--- src/rtl/mul_pkg.sv ---
// rtl/mul_pkg.sv - shared widths, sync length and FSM state type for the multiplier sequencer
package mul_pkg;
    localparam int WIDTH_LOG   = 4;
    localparam int WIDTH       = 1 << WIDTH_LOG;
    localparam int OUT_WIDTH   = 2 * WIDTH;
    localparam int SYNC_CYCLES = WIDTH + 4;

    typedef enum logic [2:0] {
        S_SYNC  = 3'd0,
        S_IDLE  = 3'd1,
        S_ISSUE = 3'd2,
        S_WAIT  = 3'd3,
        S_DRAIN = 3'd4
    } seq_state_t;
endpackage

--- src/rtl/mul_seq_fifo.sv ---
// rtl/mul_seq_fifo.sv - synchronous operand FIFO with wrap-bit pointers
module mul_seq_fifo #(
    parameter int DEPTH = 4,
    parameter int DW    = 32
) (
    input  logic          clk,
    input  logic          rst,
    input  logic          push,
    input  logic [DW-1:0] push_data,
    input  logic          pop,
    output logic [DW-1:0] pop_data,
    output logic          full,
    output logic          empty
);
    localparam int AW = $clog2(DEPTH);

    logic [AW:0]   wptr;
    logic [AW:0]   rptr;
    logic [DW-1:0] mem [DEPTH];

    assign empty    = (wptr == rptr);
    assign full     = (wptr[AW] != rptr[AW]) && (wptr[AW-1:0] == rptr[AW-1:0]);
    assign pop_data = mem[rptr[AW-1:0]];

    always_ff @(posedge clk) begin
        if (rst) begin
            wptr <= '0;
            rptr <= '0;
        end else begin
            if (push && !full) begin
                mem[wptr[AW-1:0]] <= push_data;
                wptr              <= wptr + 1'b1;
            end
            if (pop && !empty) begin
                rptr <= rptr + 1'b1;
            end
        end
    end
endmodule

--- src/rtl/mul_seq.sv ---
// rtl/mul_seq.sv - sequencer feeding an external shift-and-add multiplier; MUL_SEQ_ZERO_BYPASS_EN skips zero operands
module mul_seq
    import mul_pkg::*;
#(
    parameter int DEPTH = 4,
    parameter int WIDTH = mul_pkg::WIDTH
) (
    input  logic                 clk,
    input  logic                 rst,
    input  logic                 in_valid,
    output logic                 in_ready,
    input  logic [WIDTH-1:0]     in_a,
    input  logic [WIDTH-1:0]     in_b,
    output logic                 res_valid,
    input  logic                 res_ready,
    output logic [2*WIDTH-1:0]   res_o,
    output logic                 mul_in_valid,
    output logic [WIDTH-1:0]     mul_a,
    output logic [WIDTH-1:0]     mul_b,
    input  logic [2*WIDTH-1:0]   mul_o,
    input  logic                 mul_out_valid,
    output logic                 seq_busy
);
    localparam int SYNC_N = WIDTH + 4;
    localparam int CW     = $clog2(SYNC_N);
    localparam logic [CW-1:0] SYNC_LAST = CW'(SYNC_N - 1);

    seq_state_t           state;
    seq_state_t           state_n;
    logic [CW-1:0]        sync_cnt;
    logic                 fifo_full;
    logic                 fifo_empty;
    logic                 fifo_pop;
    logic [2*WIDTH-1:0]   head;
    logic [WIDTH-1:0]     head_a;
    logic [WIDTH-1:0]     head_b;
    logic                 load_ops;
    logic                 capture;
    logic                 zero_wr;

    assign in_ready = !fifo_full && !rst;
    assign head_a   = head[2*WIDTH-1:WIDTH];
    assign head_b   = head[WIDTH-1:0];
    assign seq_busy = rst || (state != S_IDLE) || !fifo_empty;

    mul_seq_fifo #(
        .DEPTH (DEPTH),
        .DW    (2*WIDTH)
    ) u_fifo (
        .clk       (clk),
        .rst       (rst),
        .push      (in_valid && in_ready),
        .push_data ({in_a, in_b}),
        .pop       (fifo_pop),
        .pop_data  (head),
        .full      (fifo_full),
        .empty     (fifo_empty)
    );

    always_comb begin
        state_n      = state;
        fifo_pop     = 1'b0;
        load_ops     = 1'b0;
        capture      = 1'b0;
        zero_wr      = 1'b0;
        mul_in_valid = 1'b0;
        case (state)
            S_SYNC: begin
                if (sync_cnt == SYNC_LAST) state_n = S_IDLE;
            end
            S_IDLE: begin
                // A full slot blocks issue even on its pop cycle, so capture never races a pop.
                if (!fifo_empty && !res_valid) begin
                    fifo_pop = 1'b1;
`ifdef MUL_SEQ_ZERO_BYPASS_EN
                    if (head_a == '0 || head_b == '0) begin
                        zero_wr = 1'b1;
                    end else begin
                        load_ops = 1'b1;
                        state_n  = S_ISSUE;
                    end
`else
                    load_ops = 1'b1;
                    state_n  = S_ISSUE;
`endif
                end
            end
            S_ISSUE: begin
                mul_in_valid = 1'b1;
                state_n      = S_WAIT;
            end
            S_WAIT: begin
                if (mul_out_valid) begin
                    capture = 1'b1;
                    state_n = S_DRAIN;
                end
            end
            S_DRAIN: begin
                // out_valid may stay up a second cycle; wait it out before the next issue.
                if (!mul_out_valid) state_n = S_IDLE;
            end
            default: state_n = S_SYNC;
        endcase
    end

    always_ff @(posedge clk) begin
        if (rst) begin
            state     <= S_SYNC;
            sync_cnt  <= '0;
            res_valid <= 1'b0;
            res_o     <= '0;
            mul_a     <= '0;
            mul_b     <= '0;
        end else begin
            state <= state_n;
            if (state == S_SYNC && sync_cnt != SYNC_LAST) begin
                sync_cnt <= sync_cnt + 1'b1;
            end
            if (load_ops) begin
                mul_a <= head_a;
                mul_b <= head_b;
            end
            if (capture) begin
                res_o     <= mul_o;
                res_valid <= 1'b1;
            end else if (zero_wr) begin
                res_o     <= '0;
                res_valid <= 1'b1;
            end else if (res_valid && res_ready) begin
                res_valid <= 1'b0;
            end
        end
    end
endmodule

--- config.mk ---
export PLATFORM = sky130hd
export DESIGN_NAME = mul_seq
export DESIGN_NICKNAME = d
export VERILOG_FILES = /design/src/rtl/mul_pkg.sv /design/src/rtl/mul_seq_fifo.sv /design/src/rtl/mul_seq.sv
export SDC_FILE = /design/constraint.sdc
export NUM_CORES = 1
export LEC_CHECK = 0
export CORE_AREA = 2 2 150 138
export DETAILED_ROUTE_END_ITERATION = 10
export DIE_AREA = 0 0 152 140
export HOLD_SLACK_MARGIN = 0.05
export PLACE_DENSITY = 0.6
export SLEW_MARGIN = 0
export SYNTH_ARGS = -nofsm -noshare
export SYNTH_HDL_FRONTEND = slang
export SYNTH_SLANG_ARGS = --single-unit
--- constraint.sdc ---
create_clock -name clk -period 6.8 [get_ports clk]
set_input_delay 1.36 -clock clk [delete_from_list [all_inputs] [get_ports clk]]
set_output_delay 1.36 -clock clk [all_outputs]
set_load 0.05 [all_outputs]
==> impl_metrics.csv <==
group,metric,value,unit
place,io_buffers,136,
floorplanning,core_region_area,19700,sq um
logic_synthesis,cell_types_with_the_largest_area_share_after_synthesis,"edfxtp_1, dfxtp_1, mux4_2",
logic_synthesis,synth_xor_xnor_area_share,0.0132,
floorplanning,die_area,21300,sq um
floorplanning,die_x,152,microns
clock_network,cts_buffer_depth,3,
sta,rsz_0062_raised_after_global_routing,"false",
logic_synthesis,synth_async_sr_flop_share,0,
logic_synthesis,netlist_area,7760,sq um
clock_network,path_clk_slew,60,ps
logic_synthesis,ys_ff_latch,207,
logic_synthesis,multiplexer_area_fraction_after_synthesis,0.0941,
pwr,power.density,261,nW/um^2
clock_network,cts_root_buf,"clkbuf_16",
critical_path,critical_path.slowest_cell,"dfxtp_2",
critical_path,rr_worst_depth,4,
clock_network,clock_tree_from_tritoncts,"built",
grt,grt_antenna_before_repair,1,
grt,pin_count_of_the_biggest_net_entering_global_routing,81,
sta,timing.clock.skew,9.38,ps
critical_path,crit_chain,"xor2_2 -> nor3_1 -> nor2_1 -> clkdlybuf4s50_1",
grt,global_route.overflow_total,0,
logic_synthesis,synth_top_flop_cell,"edfxtp_1",
flow_run,max_cap_violations,0,
cells_and_area,area_growth_syn_to_layout,28.6,%
critical_path,critical_path.startpoint_type,"flop",
sta,fmax,240,MHz
sta,max-slew-margin-rel,0.235,
critical_path,crit_path_max_incr_delay,980,ps
clock_network,cts_htree_levels,1,
clock_network,post-cts-setup-buffer-count,0,
cells_and_area,finish.net_count,749,
route,drt_iter0_drc,278,
critical_path,critPathRequiredTime,5440,ps
sta,period_minus_slack,4170,ps
floorplanning,initial_core_util,0.394,
cells_and_area,filler_cell_count,1675,
route,via_count,4878,
route,vias_per_cell,5.16,
cells_and_area,final_layout_size_suffix_gt1_frac,0.119,
critical_path,r2r_slack,3880,ps
logic_synthesis,synth_largest_area_cell,"edfxtp_1",
sta,worst_max_slew_pin_slew,1140,ps
critical_path,worstSetupStartpoint,"u_fifo.rptr[1]",
critical_path,critical_path.max_fanout,35,
floorplanning,rows,49,
logic_synthesis,synth_fa_ha_area_frac,0.00967,
route,totalWireLength,17200,microns
cells_and_area,number_of_non_filler_instances_in_the_completed_layout,945,
sta,total_negative_setup_slack,0,ps
place,post_detail_place_hpwl,10400,microns
logic_synthesis,yosys_warnings,0,
route,drt_pass1_iterations,4,
place,post-place-cells,905,
sta,finalMaxSlewViolations,0,
sta,finalHoldViolCount,0,
critical_path,crit_end,"in_ready",
logic_synthesis,synth_compound_area_frac,0.0766,
logic_synthesis,yosysTopAreaCellShare,0.495,
route,detail-route-antenna-nets,0,
cells_and_area,final_core_util,0.507,
clock_network,cts-buffers-inserted,22,
critical_path,reg2reg_from,"u_fifo.rptr[1]",
sta,finalHoldWorstSlack,456,ps
pwr,cellLeakagePower,3.15,nW
grt,grt_first_pass_wirelength,27300,microns
clock_network,cts_resized,0,
clock_network,num_clock_sinks,207,
clock_network,clkLatencyLatePin,500,ps
logic_synthesis,synth_area_per_cell,14.1,sq um
critical_path,cp_data_arrival_time,2810,ps
logic_synthesis,synth.distinct_cells,38,
worst_hold_path,hold_path.class,"reg -> reg",
floorplanning,die_h,140,microns
route,drt_drc,0,
logic_synthesis,sequential_share_of_the_synthesized_area,0.699,
sta,setup-violations-final,0,
critical_path,timing_worst_setup_path_type,"reg -> out",
place,globalplace.congestion,0.801,
grt,gr-usage-all-layers,0.160,
route,routedWlPerCell,18.2,microns
cells_and_area,n_antenna_cell,0,
logic_synthesis,post_synth_and_or_nand_nor_area_fraction,0.0817,
grt,grt_pass1_vias,4980,
floorplanning,total_i_o_pin_count,137,
critical_path,cp-end-kind,"output port",
pwr,worst_ir_drop_vdd,0.162,mV
outcome,outcome,"finished clean",
sta,layout_worst_path_cycle_share,0.613,
logic_synthesis,dominant_combinational_cell_family_by_area_after_synthesis,"multiplexers",
clock_network,cts_hold_repair.buffers,0,
logic_synthesis,synth.net_count,626,
critical_path,ff_to_ff_end,"u_fifo.mem[3][8]",
logic_synthesis,synth-edff-count,128,
logic_synthesis,postSynthCellCount,551,
## worst min-delay path by stage
| stage | start | end | cells past startpoint |
|---|---|---|---|
| floorplan | sync_cnt[1] | sync_cnt[1] | 2 |
| global placement | res_o[27] | res_o[27] | 2 |
| detailed placement | res_o[15] | res_o[15] | 2 |
| CTS | res_o[15] | res_o[15] | 2 |
| global route | res_o[9] | res_o[9] | 2 |
| finish | res_o[12] | res_o[12] | 2 |
## where the power goes
group | switching, mW | internal (mW)
combinational | 0.0779 | 0.0569
clock | 0.464 | 0.641
sequential | 0.00843 | 1.36
## synthesized netlist by cell type, types with 3 or more instances
library cell,instances
clkbuf_1,23
nor3b_1,3
mux4_2,32
ha_1,6
a21oi_1,70
o21ai_0,33
nand2_1,68
xor2_1,6
nor2_1,12
nand3_1,36
edfxtp_1,128
nor3_1,4
inv_1,4
dfxtp_1,79
and2_1,4
buf_4,3
buf_2,13
## worst max-delay path: cells and delay by family (launching register included)
family | cells | cell delay [ps]
buf+inv | 1 | 800
simple gates | 2 | 180
xor+xnor | 1 | 330
flops | 1 | 980
## state kept, by name, summed over array words and instances, names as in the netlist
signal       count
sync_cnt         5
mul_b           16
res_valid        1
u_fifo.rptr      3
res_o           32
state            3
mul_a           16
u_fifo.wptr      3
u_fifo.mem     128
## layout make-up
| class | instances | area (sq um) | area share |
|---|---|---|---|
| multi-input combinational | 300 | 2160 | 0.217 |
| timing repair buffer | 139 | 1380 | 0.138 |
| sequential | 207 | 5430 | 0.544 |
| clock inverter | 12 | 66.3 | 0.00664 |
| clock buffer | 28 | 614 | 0.0615 |
| tap | 255 | 319 | 0.0320 |
| inverter | 4 | 15.0 | 0.00150 |
## per-layer routing
layer  up-vias  routed length, microns  part of all wire  GRT usage
met5         -                      13           0.00076          0
met4         2                     361             0.021     0.0389
met3        28                    1080             0.063     0.0377
met2       168                    8200              0.48      0.273
met1      2395                    7550              0.44      0.209
li1       2285                       -                 -          -
## placed cells by master (no fill, tap or decap), drive strengths merged, types with 12 or more instances in the layout
master,Yosys,layout
nand2,68,68
nand3,36,36
edfxtp,128,128
o21ai,35,35
nor2,12,12
dfxtp,79,79
clkdlybuf4s50,0,135
clkbuf,23,28
mux4,32,32
a21oi,70,70
## stage by stage
stage                     total power [mW]  area (sq um)  setup slack [ps]
after floorplan                       1.46          7760              3030
after global placement                1.53          9300              3010
after detailed placement              1.53          9300              3020
after CTS                             2.65          9980              2570
after global routing                  2.71          9980              2470
final                                 2.61          9980              2630
## logic make-up after synthesis
logic type	Yosys count
adder cells (fa/ha/maj)	6
flip-flops	207
AND/OR/NAND/NOR	138
XOR/XNOR	10
buffers and inverters	44
AO/OA/AOI/OAI	113
multiplexers	33
Power figures use the tool's default switching activity.
